==> src/rtl/bip_pkg.sv <==
// Shared definitions for the BIP control unit: opcodes, select
// encodings, control bundle and FSM state encoding.
package bip_pkg;

  localparam int OPC_BITS = 5;

  localparam logic [OPC_BITS-1:0] OP_HLT  = 5'b00000;
  localparam logic [OPC_BITS-1:0] OP_STO  = 5'b00001;
  localparam logic [OPC_BITS-1:0] OP_LD   = 5'b00010;
  localparam logic [OPC_BITS-1:0] OP_LDI  = 5'b00011;
  localparam logic [OPC_BITS-1:0] OP_ADD  = 5'b00100;
  localparam logic [OPC_BITS-1:0] OP_ADDI = 5'b00101;
  localparam logic [OPC_BITS-1:0] OP_SUB  = 5'b00110;
  localparam logic [OPC_BITS-1:0] OP_SUBI = 5'b00111;
  localparam logic [OPC_BITS-1:0] OP_BEQ  = 5'b01000;
  localparam logic [OPC_BITS-1:0] OP_BNE  = 5'b01001;
  localparam logic [OPC_BITS-1:0] OP_JMP  = 5'b01010;

  localparam logic [1:0] SEL_A_MEM = 2'd0;
  localparam logic [1:0] SEL_A_IMM = 2'd1;
  localparam logic [1:0] SEL_A_ALU = 2'd2;

  localparam logic SEL_B_MEM = 1'b0;
  localparam logic SEL_B_IMM = 1'b1;

  localparam logic ALU_ADD = 1'b0;
  localparam logic ALU_SUB = 1'b1;

  typedef enum logic [1:0] {
    ST_IDLE = 2'd0,
    ST_RUN  = 2'd1,
    ST_WAIT = 2'd2,
    ST_HALT = 2'd3
  } state_e;

  typedef enum logic [1:0] {
    BR_NONE   = 2'd0,
    BR_ALWAYS = 2'd1,
    BR_ZERO   = 2'd2,
    BR_NZERO  = 2'd3
  } br_e;

  typedef struct packed {
    logic [1:0] sel_a;
    logic       sel_b;
    logic       write_acc;
    logic       operation;
    logic       write_mem;
    logic       read_mem;
  } ctrl_t;

  localparam ctrl_t CTRL_NONE = '0;

  function automatic logic br_taken(
    input br_e  kind,
    input logic acc_zero
  );
    logic t;
    t = 1'b0;
    unique case (kind)
      BR_ALWAYS: t = 1'b1;
      BR_ZERO:   t = acc_zero;
      BR_NZERO:  t = ~acc_zero;
      default:   t = 1'b0;
    endcase
    return t;
  endfunction

endpackage

==> src/rtl/bip_decoder_ext.sv <==
// Combinational opcode decoder: datapath controls, branch kind,
// halt and illegal-opcode flags.
module bip_decoder_ext
  import bip_pkg::*;
#(
  parameter int OPC_W = 5
) (
  input  logic [OPC_W-1:0] i_opcode,
  output ctrl_t            o_ctrl,
  output logic             o_is_branch,
  output br_e              o_br_kind,
  output logic             o_is_halt,
  output logic             o_illegal
);

  localparam logic [OPC_W-1:0] K_HLT  = OPC_W'(OP_HLT);
  localparam logic [OPC_W-1:0] K_STO  = OPC_W'(OP_STO);
  localparam logic [OPC_W-1:0] K_LD   = OPC_W'(OP_LD);
  localparam logic [OPC_W-1:0] K_LDI  = OPC_W'(OP_LDI);
  localparam logic [OPC_W-1:0] K_ADD  = OPC_W'(OP_ADD);
  localparam logic [OPC_W-1:0] K_ADDI = OPC_W'(OP_ADDI);
  localparam logic [OPC_W-1:0] K_SUB  = OPC_W'(OP_SUB);
  localparam logic [OPC_W-1:0] K_SUBI = OPC_W'(OP_SUBI);
  localparam logic [OPC_W-1:0] K_BEQ  = OPC_W'(OP_BEQ);
  localparam logic [OPC_W-1:0] K_BNE  = OPC_W'(OP_BNE);
  localparam logic [OPC_W-1:0] K_JMP  = OPC_W'(OP_JMP);

  always_comb begin
    o_ctrl      = CTRL_NONE;
    o_is_branch = 1'b0;
    o_br_kind   = BR_NONE;
    o_is_halt   = 1'b0;
    o_illegal   = 1'b0;
    unique case (1'b1)
      (i_opcode == K_HLT): o_is_halt = 1'b1;
      (i_opcode == K_STO): o_ctrl.write_mem = 1'b1;
      (i_opcode == K_LD): begin
        o_ctrl.read_mem  = 1'b1;
        o_ctrl.sel_a     = SEL_A_MEM;
        o_ctrl.write_acc = 1'b1;
      end
      (i_opcode == K_LDI): begin
        o_ctrl.sel_a     = SEL_A_IMM;
        o_ctrl.write_acc = 1'b1;
      end
      (i_opcode == K_ADD),
      (i_opcode == K_SUB): begin
        o_ctrl.read_mem  = 1'b1;
        o_ctrl.sel_a     = SEL_A_ALU;
        o_ctrl.sel_b     = SEL_B_MEM;
        o_ctrl.write_acc = 1'b1;
        o_ctrl.operation =
          (i_opcode == K_SUB) ? ALU_SUB : ALU_ADD;
      end
      (i_opcode == K_ADDI),
      (i_opcode == K_SUBI): begin
        o_ctrl.sel_a     = SEL_A_ALU;
        o_ctrl.sel_b     = SEL_B_IMM;
        o_ctrl.write_acc = 1'b1;
        o_ctrl.operation =
          (i_opcode == K_SUBI) ? ALU_SUB : ALU_ADD;
      end
      (i_opcode == K_BEQ): begin
        o_is_branch = 1'b1;
        o_br_kind   = BR_ZERO;
      end
      (i_opcode == K_BNE): begin
        o_is_branch = 1'b1;
        o_br_kind   = BR_NZERO;
      end
      (i_opcode == K_JMP): begin
        o_is_branch = 1'b1;
        o_br_kind   = BR_ALWAYS;
      end
      default: o_illegal = 1'b1;
    endcase
  end

endmodule

==> src/rtl/bip_control_ext.sv <==
// BIP control unit: run/wait/halt FSM and program counter,
// driving datapath controls from the decoded instruction.
module bip_control_ext
  import bip_pkg::*;
#(
  parameter  int PC_W    = 11,
  parameter  int OPC_W   = 5,
  parameter  int OPR_W   = 11,
  localparam int INSTR_W = OPC_W + OPR_W
) (
  input  logic               clk,
  input  logic               rst,
  input  logic               i_start,
  input  logic [INSTR_W-1:0] i_instruction,
  input  logic               i_instr_valid,
  input  logic               i_acc_zero,
  output logic [PC_W-1:0]    o_prog_address,
  output logic [OPR_W-1:0]   o_operand,
  output logic [1:0]         o_sel_a,
  output logic               o_sel_b,
  output logic               o_write_acc,
  output logic               o_operation,
  output logic               o_write_mem,
  output logic               o_read_mem,
  output logic               o_done,
  output logic               o_illegal,
  output logic               o_busy
);

  state_e            state_q, state_d;
  logic [PC_W-1:0]   pc_q, pc_d;

  logic [OPC_W-1:0]  opcode;
  logic [OPR_W-1:0]  operand;
  logic [PC_W-1:0]   offset;
  logic [PC_W-1:0]   pc_inc;
  logic [PC_W-1:0]   pc_tgt;

  ctrl_t             dec_ctrl;
  ctrl_t             ctrl;
  logic              dec_is_branch;
  br_e               dec_br_kind;
  logic              dec_is_halt;
  logic              dec_illegal;
  logic              exec;
  logic              taken;

  assign opcode  = i_instruction[INSTR_W-1 -: OPC_W];
  assign operand = i_instruction[OPR_W-1:0];

  bip_decoder_ext #(
    .OPC_W (OPC_W)
  ) u_dec (
    .i_opcode    (opcode),
    .o_ctrl      (dec_ctrl),
    .o_is_branch (dec_is_branch),
    .o_br_kind   (dec_br_kind),
    .o_is_halt   (dec_is_halt),
    .o_illegal   (dec_illegal)
  );

  // Branch offset fitted to the PC: truncate or sign-extend.
  if (PC_W <= OPR_W) begin : g_trunc
    assign offset = operand[PC_W-1:0];
  end else begin : g_sext
    assign offset = {{(PC_W-OPR_W){operand[OPR_W-1]}}, operand};
  end

  assign pc_inc = pc_q + PC_W'(1);
  assign pc_tgt = pc_q + offset;
  assign exec   = (state_q == ST_RUN) && i_instr_valid;
  assign taken  = dec_is_branch
               && br_taken(dec_br_kind, i_acc_zero);

  always_comb begin
    state_d = state_q;
    pc_d    = pc_q;
    unique case (state_q)
      ST_IDLE: begin
        if (i_start) state_d = ST_RUN;
      end
      ST_RUN: begin
        if (!i_instr_valid) begin
          state_d = ST_WAIT;
        end else if (dec_is_halt) begin
          state_d = ST_HALT;
        end else begin
          pc_d = taken ? pc_tgt : pc_inc;
        end
      end
      ST_WAIT: begin
        if (i_instr_valid) state_d = ST_RUN;
      end
      ST_HALT: begin
        if (i_start) begin
          state_d = ST_RUN;
          pc_d    = '0;
        end
      end
      default: state_d = ST_IDLE;
    endcase
  end

  always_ff @(posedge clk) begin
    if (!rst) begin
      state_q <= ST_IDLE;
      pc_q    <= '0;
    end else begin
      state_q <= state_d;
      pc_q    <= pc_d;
    end
  end

  assign ctrl = exec ? dec_ctrl : CTRL_NONE;

  assign o_prog_address = pc_q;
  assign o_operand      = operand;
  assign o_sel_a        = ctrl.sel_a;
  assign o_sel_b        = ctrl.sel_b;
  assign o_write_acc    = ctrl.write_acc;
  assign o_operation    = ctrl.operation;
  assign o_write_mem    = ctrl.write_mem;
  assign o_read_mem     = ctrl.read_mem;
  assign o_done         = (state_q == ST_HALT);
  assign o_busy         = (state_q == ST_RUN)
                       || (state_q == ST_WAIT);
  assign o_illegal      = exec && dec_illegal;

endmodule

==> config.mk <==
export PLATFORM = sky130hd
export DESIGN_NAME = bip_control_ext
export DESIGN_NICKNAME = d
export VERILOG_FILES = /design/src/rtl/bip_pkg.sv /design/src/rtl/bip_decoder_ext.sv /design/src/rtl/bip_control_ext.sv
export SDC_FILE = /design/constraint.sdc
export NUM_CORES = 1
export LEC_CHECK = 0
export ABC_AREA = 1
export CORE_MARGIN = 3
export CORE_UTILIZATION = 55
export CTS_BUF_LIST = sky130_fd_sc_hd__clkbuf_2 sky130_fd_sc_hd__clkbuf_4 sky130_fd_sc_hd__clkbuf_8
export CTS_CLUSTER_SIZE = 40
export DETAILED_ROUTE_END_ITERATION = 7
export DONT_BUFFER_PORTS = 1
export HOLD_SLACK_MARGIN = 0.1
export PLACE_DENSITY_LB_ADDON = 0.12
export SLEW_MARGIN = 20
export SYNTH_ARGS = -nofsm -noshare
export SYNTH_HDL_FRONTEND = slang
export SYNTH_SLANG_ARGS = --single-unit
export TNS_END_PERCENT = 10
==> constraint.sdc <==
create_clock -name clk -period 6.77 [get_ports clk]
set_input_delay 1.0155 -clock clk [delete_from_list [all_inputs] [get_ports clk]]
set_output_delay 1.0155 -clock clk [all_outputs]
set_load 0.005 [all_outputs]
==> results of run 1 <==
-- synth_stat cells (2+ instances only) --
| library cell | n | area (sq um) |
|---|---|---|
| nand2_1 | 53 | 199 |
| inv_1 | 40 | 150 |
| nor2_1 | 31 | 116 |
| nand3_1 | 17 | 85.1 |
| ha_1 | 14 | 175 |
| dfxtp_1 | 13 | 260 |
| nand2_2 | 12 | 75.1 |
| buf_4 | 11 | 82.6 |
| a21oi_2 | 10 | 87.6 |
| a21oi_1 | 8 | 40.0 |
| inv_2 | 4 | 15.0 |
| o21ai_0 | 4 | 20.0 |
| or2_2 | 3 | 18.8 |
| a21o_1 | 2 | 15.0 |
| nand2_4 | 2 | 22.5 |
| nand4_1 | 2 | 12.5 |
| nor2_4 | 2 | 22.5 |
| nor4_1 | 2 | 12.5 |
| o21bai_1 | 2 | 15.0 |
| o22ai_1 | 2 | 12.5 |
-- logic make-up (layout without fill, tap and decap cells) --
kind of cell | count (synthesis) | after routing
simple gates | 127 | 127
buf+inv | 58 | 49
compound gates | 29 | 29
fa+ha+maj | 15 | 15
flops | 13 | 13
xor+xnor | 2 | 2
-- through the flow --
stage | setup slack [ns] | total power, mW
after global routing | 3.54 | 0.243
after CTS | 3.71 | 0.229
after detailed placement | 3.42 | 0.173
final | 3.71 | 0.226
after floorplan | 3.67 | 0.166
after global placement | 3.55 | 0.170
-- metal layers --
metal  global-route usage, %  up-vias  wire length [um]
met5                       0        -                 0
met4                    4.85        0                17
met3                    4.61        4               249
met2                    34.1       58              1570
met1                    29.0      640              1570
li1                        -      735                 -
-- sequential cells by signal (all words and copies together), names as in the netlist --
register        count
o_prog_address     11
state_q             2
-- final cells by class --
type                    count  area (sq um)  share of cell area [%]
clock buffers               4          30.0                    2.00
inverters                  45           174                    11.6
multi-input cells         173           997                    66.5
flip-flops and latches     13           260                    17.4
well taps                  30          37.5                    2.50
-- worst max-delay path: cells and delay by family --
kind            cells  cell delay, ns
buf+inv             3            0.25
fa+ha+maj           2            0.68
compound gates      2            0.15
simple gates        7            1.11
-- path summary, 6_finish.rpt --
kind / from / end / slack, ns / cells after the start
hold reg to reg: state_q[1] / state_q[1] / 0.51 / 2
setup / recovery: i_instruction[15] / o_prog_address[4] / 3.71 / 14
hold / removal: state_q[1] / state_q[1] / 0.51 / 2
setup reg to reg: o_prog_address[0] / o_prog_address[4] / 4.94 / 7
-- power groups by stage --
| stage | combinational, mW | clock, mW | sequential [mW] |
|---|---|---|---|
| floorplan | 0.0762 | 0 | 0.0899 |
| global placement | 0.0787 | 0 | 0.0911 |
| detailed placement | 0.0817 | 0 | 0.0915 |
| CTS | 0.0824 | 0.0567 | 0.0897 |
| global route | 0.0926 | 0.0598 | 0.0909 |
| finish | 0.0809 | 0.0559 | 0.0896 |
==> flow_summary_export.csv, run 1 <==
group,metric,value,unit
timing,period_minus_slack,3.06,ns
floorplanning,fp.dieW,58.8,um
flow_run,maxCapViolations,0,
final_layout,areaGrowthSynthToFinish,-2.20,%
floorplanning,start_util,59.7,%
floorplanning,dieHeight,58.8,um
floorplanning,rows,18,
logic_synthesis,synth_compound_area_share,12.9,%
global_route,overflow,0,
power_and_ir_drop,p_sw,91.3,uW
final_layout,nFillCells,261,
placement,dp_hpwl,2740,um
timing,post-route-period-util,45.2,%
final_layout,postLayoutCellArea,1500,sq um
final_layout,diodes,0,
logic_synthesis,synth-edff-count,0,
floorplanning,core_area,2570,sq um
setup_path,worstPathArrival,3.22,ns
clocking,clockBufferDepth,2,
logic_synthesis,yosys.area_share.xor_xnor,1.14,%
power_and_ir_drop,clkPwrFrac,24.7,%
routing,drt-initial-drc-count,97,
timing,hold_viol_final,0,
min_path,worstHoldPathType,"reg -> reg",
routing,postRouteWirelength,3410,um
global_route,antenna_found_initial,0,
setup_path,worstPathRequired,6.93,ns
global_route,grt_max_degree,12,
power_and_ir_drop,comb_power_share,35.7,%
logic_synthesis,synthCells,244,
logic_synthesis,post_synth_instance_area,1530,sq um
routing,ant_nets,0,
routing,viasPerCell,5.42,
clocking,cts_resized,0,
logic_synthesis,ys.flop_type,"dfxtp_1",
setup_path,path_class,"in -> reg",
power_and_ir_drop,power.leakage,0.791,nW
routing,firstDrtPassIters,4,
timing,finClkSkew,0.00555,ns
logic_synthesis,synth_nets,280,
logic_synthesis,muxShareOfSynthArea,0,%
outcome,outcome,"complete, no violations",
placement,place.gp.congestion,0.919,
final_layout,drive_gt1_share,16.6,%
placement,portBuffers,0,
final_layout,fin_nets,272,
timing,slew_violations,0,
logic_synthesis,ys_seq_elements,13,
power_and_ir_drop,intPower,135,uW
clocking,cts_tree,"yes",
clocking,worstSkewPairLatency,0.29,ns
setup_path,worstPathMaxFanout,10,
logic_synthesis,synth_simple_gate_area_share,38.3,%
floorplanning,die_area,3460,sq um
final_layout,stdcell_count,265,
clocking,hold_buffers,0,
floorplanning,boundaryPins,53,
clocking,cts_buffers,3,
final_layout,post-route-util,58.4,%
logic_synthesis,seq_area_frac_synth,17.0,%
routing,vias,1437,
clocking,clk_pin_slew_worst_paths,0.08,ns
logic_synthesis,synth_warnings,0,
logic_synthesis,yosysUniqueCellTypes,30,
global_route,grt_pass1_wl,5780,um
setup_path,start_kind,"primary input",
final_layout,final_common_cell,"nand2_1",
clocking,htree_levels,1,
power_and_ir_drop,swShare,40.3,%
routing,drcViolationCount,0,
power_and_ir_drop,vdd_drop_max,0.116,mV
final_layout,mostFrequentLayoutCells,"nand2_1 (53), inv_1 (40), nor2_1 (31), nand3_1 (17), ha_1 (14)",
timing,hold-worst-slack,0.512,ns
logic_synthesis,synth_top_family_by_area,"simple AND/OR/NAND/NOR gates",
power_and_ir_drop,p_per_area,151,nW/um^2
setup_path,endpoint_kind,"register",
timing,worst_slew_pin_slew,0.564,ns
timing,rsz0062_at_grt,"no",
timing,setup-tns-final,0,ns
clocking,root_buffer,"clkbuf_4",
placement,placed_area,1470,sq um
logic_synthesis,synth_async_sr_flop_share,0,%
placement,dp.cells,261,
global_route,grt_pass1_vias,1348,
logic_synthesis,syn_avg_cell_area,6.28,sq um
routing,routedWlPerCell,12.9,um
timing,max_freq,327,MHz
clocking,cts_setup_buffers,0,
timing,relSlewSlack,62.3,%
setup_path,path_cells,"inv_2 -> nand2_1 -> nor2_1 -> nand2_1 -> nand2_2 -> inv_2 -> or2_2 -> ha_1 -> fa_1 -> inv_1 -> o21bai_1 -> or2_2 -> nand3_1 -> a21oi_2",
logic_synthesis,synth_fa_ha_area_share,12.7,%
setup_path,max_stage_delay,0.45,ns
clocking,clock-sinks,13,
timing,finalSetupViolations,0,
power_and_ir_drop,p_seq_share,39.6,%
setup_path,crit_slowest_cell,"fa_1",
global_route,grt.total_usage,21.2,%
Note: power is estimated with default switching activity, not from simulation.
==> run 2, diff against run 1 <==
==> constraint.sdc (replaced) <==
create_clock -name clk -period 2.61 [get_ports clk]
set_input_delay 0.3915 -clock clk [delete_from_list [all_inputs] [get_ports clk]]
set_output_delay 0.3915 -clock clk [all_outputs]
set_load 0.005 [all_outputs]
==> flow_summary_export.csv, run 2 (synthesized netlist as in run 1, its figures left out) <==
group,metric,value,unit
outcome,outcome,"complete, no violations",
clocking,cts_setup_buffers,0,
placement,place.gp.congestion,0.913,
timing,rsz0062_at_grt,"no",
global_route,grt_pass1_wl,6130,um
setup_path,crit_slowest_cell,"fa_1",
routing,drcViolationCount,0,
setup_path,ff2ff_setup_slack,0.78,ns
final_layout,fin_nets,273,
power_and_ir_drop,p_sw,236,uW
routing,firstDrtPassIters,4,
timing,hold_viol_final,0,
placement,dp_hpwl,2790,um
routing,drt-initial-drc-count,53,
final_layout,areaGrowthSynthToFinish,-1.71,%
routing,ant_nets,0,
setup_path,endpoint,"o_prog_address[4]",
setup_path,worstPathArrival,2.55,ns
global_route,overflow,0,
min_path,worstHoldPathType,"in -> reg",
placement,portBuffers,0,
clocking,clk_pin_slew_worst_paths,0.08,ns
timing,hold-worst-slack,0.228,ns
final_layout,mostFrequentLayoutCells,"nand2_1 (53), inv_1 (40), nor2_1 (31), nand3_1 (17), ha_1 (14)",
clocking,hold_buffers,0,
global_route,grt_max_degree,12,
setup_path,endpoint_kind,"register",
clocking,htree_levels,1,
timing,finalSetupViolations,0,
clocking,clockBufferDepth,2,
final_layout,postLayoutCellArea,1510,sq um
power_and_ir_drop,comb_power_share,35.9,%
final_layout,diodes,0,
setup_path,ff2ff_path_depth,7,
floorplanning,start_util,59.7,%
timing,setup-tns-final,0,ns
floorplanning,core_area,2570,sq um
timing,post-route-period-util,91.9,%
global_route,antenna_found_initial,0,
clocking,clock-sinks,13,
routing,vias,1390,
floorplanning,boundaryPins,53,
floorplanning,fp.dieW,58.8,um
power_and_ir_drop,vdd_drop_max,0.303,mV
clocking,root_buffer,"clkbuf_4",
final_layout,largest_register_ffs,11,
timing,period_minus_slack,2.40,ns
global_route,grt_pass1_vias,1413,
flow_run,maxCapViolations,0,
setup_path,crit_path_start,"i_instruction[15]",
power_and_ir_drop,swShare,40.2,%
setup_path,path_class,"in -> reg",
min_path,hp-start,"rst",
placement,dp.cells,262,
routing,postRouteWirelength,3490,um
power_and_ir_drop,power.leakage,0.795,nW
placement,placed_area,1480,sq um
routing,routedWlPerCell,13.1,um
power_and_ir_drop,clkPwrFrac,24.5,%
floorplanning,dieHeight,58.8,um
setup_path,worstPathMaxFanout,5,
setup_path,r2r-end,"o_prog_address[4]",
power_and_ir_drop,p_per_area,390,nW/um^2
final_layout,drive_gt1_share,16.9,%
setup_path,start_kind,"primary input",
timing,relSlewSlack,61.0,%
final_layout,stdcell_count,266,
clocking,worstSkewPairLatency,0.29,ns
floorplanning,rows,18,
setup_path,path_cells,"inv_2 -> nand2_1 -> nor2_1 -> nand2_1 -> nand2_2 -> inv_2 -> or2_2 -> ha_1 -> fa_1 -> inv_1 -> o21bai_1 -> or2_2 -> nand3_1 -> a21oi_2",
timing,worst_slew_pin_slew,0.584,ns
timing,slew_violations,0,
clocking,cts_buffers,3,
clocking,cts_tree,"yes",
power_and_ir_drop,intPower,351,uW
setup_path,max_stage_delay,0.46,ns
timing,finClkSkew,0.00700,ns
power_and_ir_drop,p_seq_share,39.6,%
setup_path,reg2reg_from,"o_prog_address[0]",
clocking,cts_resized,0,
floorplanning,die_area,3460,sq um
global_route,grt.total_usage,22.5,%
final_layout,final_common_cell,"nand2_1",
setup_path,worstPathRequired,2.76,ns
routing,viasPerCell,5.23,
timing,max_freq,417,MHz
==> run 2: cell types whose count changed in the layout (fill, tap and decap cells not counted) <==
cell and delta:
buf_4 +1
==> run 2: cell type report <==
class / count / area (sq um)
Clock buffer: 4 / 30.0
Fill cell: 271 / 1060
Inverter: 45 / 174
Multi-Input combinational cell: 173 / 997
Sequential cell: 13 / 260
Tap cell: 30 / 37.5
Timing Repair Buffer: 1 / 7.51
==> run 2: per-layer routing <==
metal	up-vias	routed length, um	GRT usage, %
li1	737	-	-
met1	609	1630	29.2
met2	40	1610	36.8
met3	4	213	6.36
met4	0	33	5.83
met5	-	0	0
==> run 2: through the flow <==
step	power [mW]	setup slack [ns]	utilization, %
after global placement	0.443	0.0794	57.5
after global routing	0.633	0.125	58.7
after CTS	0.594	0.243	58.7
after detailed placement	0.452	-0.0462	57.5
final	0.588	0.212	58.7
after floorplan	0.431	0.133	-
==> run 2: how the worst min path moves through the flow <==
| stage | endpoint | slack (ns) | cells after the start |
|---|---|---|---|
| after floorplan | state_q[1] | 0.47 | 2 |
| after global placement | state_q[1] | 0.49 | 2 |
| after detailed placement | state_q[1] | 0.50 | 2 |
| after CTS | o_prog_address[3] | 0.22 | 2 |
| after global routing | o_prog_address[3] | 0.20 | 2 |
| final | o_prog_address[3] | 0.23 | 2 |
==> run 2: power by group through the flow <==
stage	Clock (mW)	Sequential [mW]	Combinational [mW]
after detailed placement	0	0.238	0.214
after global routing	0.155	0.236	0.242
after floorplan	0	0.233	0.198
final	0.144	0.233	0.211
after CTS	0.146	0.233	0.214
after global placement	0	0.237	0.206
==> run 2: worst max-delay path: cells and delay by family <==
kind | cells | cell delay, ns
buf+inv | 3 | 0.19
simple gates | 7 | 1.11
fa+ha+maj | 2 | 0.70
compound gates | 2 | 0.16
==> run 3, diff against run 2 <==
--- a/config.mk
+++ b/config.mk
@@ -13,7 +13,9 @@
 export DETAILED_ROUTE_END_ITERATION = 7
 export DONT_BUFFER_PORTS = 1
 export HOLD_SLACK_MARGIN = 0.1
+export MAX_ROUTING_LAYER = met4
 export PLACE_DENSITY_LB_ADDON = 0.12
+export RECOVER_POWER = 100
 export SLEW_MARGIN = 20
 export SYNTH_ARGS = -nofsm -noshare
 export SYNTH_HDL_FRONTEND = slang
==> flow_summary_export.csv, run 3 (synthesized netlist as in run 1, its figures left out) <==
group,metric,value,unit
outcome,outcome,"complete, no violations",
placement,place.gp.congestion,0.929,
power_and_ir_drop,vdd_drop_max,0.303,mV
timing,rsz0062_at_grt,"no",
final_layout,areaGrowthSynthToFinish,-2.37,%
routing,postRouteWirelength,3490,um
min_path,worstHoldPathType,"in -> reg",
timing,post-route-period-util,93.3,%
routing,drt-initial-drc-count,58,
setup_path,endpoint_kind,"register",
final_layout,postLayoutCellArea,1500,sq um
setup_path,worstPathRequired,2.76,ns
global_route,grt_pass1_vias,1414,
timing,hold_viol_final,0,
setup_path,ff2ff_path_depth,10,
timing,worst_slew_pin_slew,0.553,ns
setup_path,reg2reg_from,"state_q[1]",
setup_path,worstPathArrival,2.59,ns
timing,relSlewSlack,63.1,%
final_layout,final_common_cell,"nand2_1",
setup_path,start_kind,"primary input",
routing,firstDrtPassIters,4,
floorplanning,fp.dieW,58.8,um
clocking,clockBufferDepth,2,
floorplanning,die_area,3460,sq um
floorplanning,boundaryPins,53,
setup_path,crit_top_cell,"nand2_1",
placement,dp_hpwl,2790,um
timing,slew_violations,0,
global_route,grt.total_usage,23.2,%
placement,portBuffers,0,
timing,period_minus_slack,2.44,ns
routing,drcViolationCount,0,
clocking,clk_pin_slew_worst_paths,0.08,ns
placement,placed_area,1480,sq um
floorplanning,start_util,59.7,%
routing,vias,1389,
clocking,cts_buffers,3,
global_route,grt_pass1_wl,6130,um
placement,dp.cells,262,
final_layout,mostFrequentLayoutCells,"nand2_1 (54), inv_1 (42), nor2_1 (31), nand3_1 (17), ha_1 (14)",
clocking,cts_tree,"yes",
setup_path,crit_slowest_cell,"fa_1",
clocking,cts_resized,0,
global_route,antenna_found_initial,0,
clocking,htree_levels,1,
setup_path,r2r-end,"o_prog_address[3]",
timing,finClkSkew,0.00845,ns
global_route,overflow,0,
setup_path,crit_path_start,"i_instruction[15]",
setup_path,worstPathMaxFanout,5,
power_and_ir_drop,power.leakage,0.796,nW
floorplanning,rows,18,
setup_path,endpoint,"o_prog_address[4]",
final_layout,diodes,0,
clocking,worstSkewPairLatency,0.29,ns
setup_path,path_class,"in -> reg",
clocking,root_buffer,"clkbuf_4",
clocking,hold_buffers,0,
routing,ant_nets,0,
routing,viasPerCell,5.22,
floorplanning,core_area,2570,sq um
setup_path,max_stage_delay,0.46,ns
setup_path,ff2ff_setup_slack,0.78,ns
setup_path,path_cells,"inv_2 -> nand2_1 -> nor2_1 -> nand2_1 -> nand2_1 -> inv_1 -> or2_2 -> ha_1 -> fa_1 -> inv_1 -> o21bai_1 -> or2_2 -> nand3_1 -> a21oi_2",
flow_run,maxCapViolations,0,
floorplanning,dieHeight,58.8,um
timing,max_freq,410,MHz
clocking,clock-sinks,13,
final_layout,largest_register_ffs,11,
timing,finalSetupViolations,0,
clocking,cts_setup_buffers,0,
final_layout,fin_nets,273,
global_route,grt_max_degree,12,
routing,routedWlPerCell,13.1,um
power_and_ir_drop,p_per_area,392,nW/um^2
final_layout,drive_gt1_share,14.8,%
final_layout,stdcell_count,266,
run 3: cell counts in the layout (fill, tap and decap cells not counted):
No cell type changed its count.
run 3: cell type report:
cell class | count | area (sq um)
inverters | 45 | 174
flip-flops and latches | 13 | 260
multi-input cells | 173 | 987
repair buffers | 1 | 7.51
fillers | 276 | 1070
clock buffers | 4 | 30.0
well taps | 30 | 37.5
run 3: through the flow:
step           util, %  TNS (ns)  hold WS, ns  total power [mW]  worst slack (ns)
2_1_floorplan        -         0        0.472             0.431             0.133
3_3_place_gp      57.5         0        0.493             0.443            0.0794
3_5_place_dp      57.5   -0.0462        0.503             0.452           -0.0462
4_1_cts           58.7         0        0.222             0.594             0.243
5_1_grt           58.3         0        0.201             0.631            0.0659
6_report          58.3         0        0.228             0.586             0.174
run 3: worst max-delay path: cells and delay by family:
family | cells | cell delay [ns]
AO/OA/AOI/OAI | 2 | 0.16
adder cells (fa/ha/maj) | 2 | 0.70
AND/OR/NAND/NOR | 7 | 1.11
buffers and inverters | 3 | 0.22
run 3: worst min path at each step:
stage / startpoint / to / slack, ns / depth (start not counted)
global placement: state_q[1] / state_q[1] / 0.49 / 2
global route: rst / o_prog_address[3] / 0.20 / 2
finish: rst / o_prog_address[3] / 0.23 / 2
CTS: rst / o_prog_address[3] / 0.22 / 2
detailed placement: state_q[1] / state_q[1] / 0.50 / 2
floorplan: state_q[1] / state_q[1] / 0.47 / 2
run 3: power breakdown:
| group | internal, mW | switching, mW | total, mW |
|---|---|---|---|
| Combinational | 0.0675 | 0.141 | 0.209 |
| Sequential | 0.214 | 0.0192 | 0.233 |
| Clock | 0.0698 | 0.0749 | 0.145 |
run 3: metal layers:
layer	GRT usage (%)	vias up	wire length, um
met5	-	-	0
met4	5.83	0	31
met3	6.36	4	214
met2	36.8	39	1610
met1	29.2	611	1630
li1	-	735	-
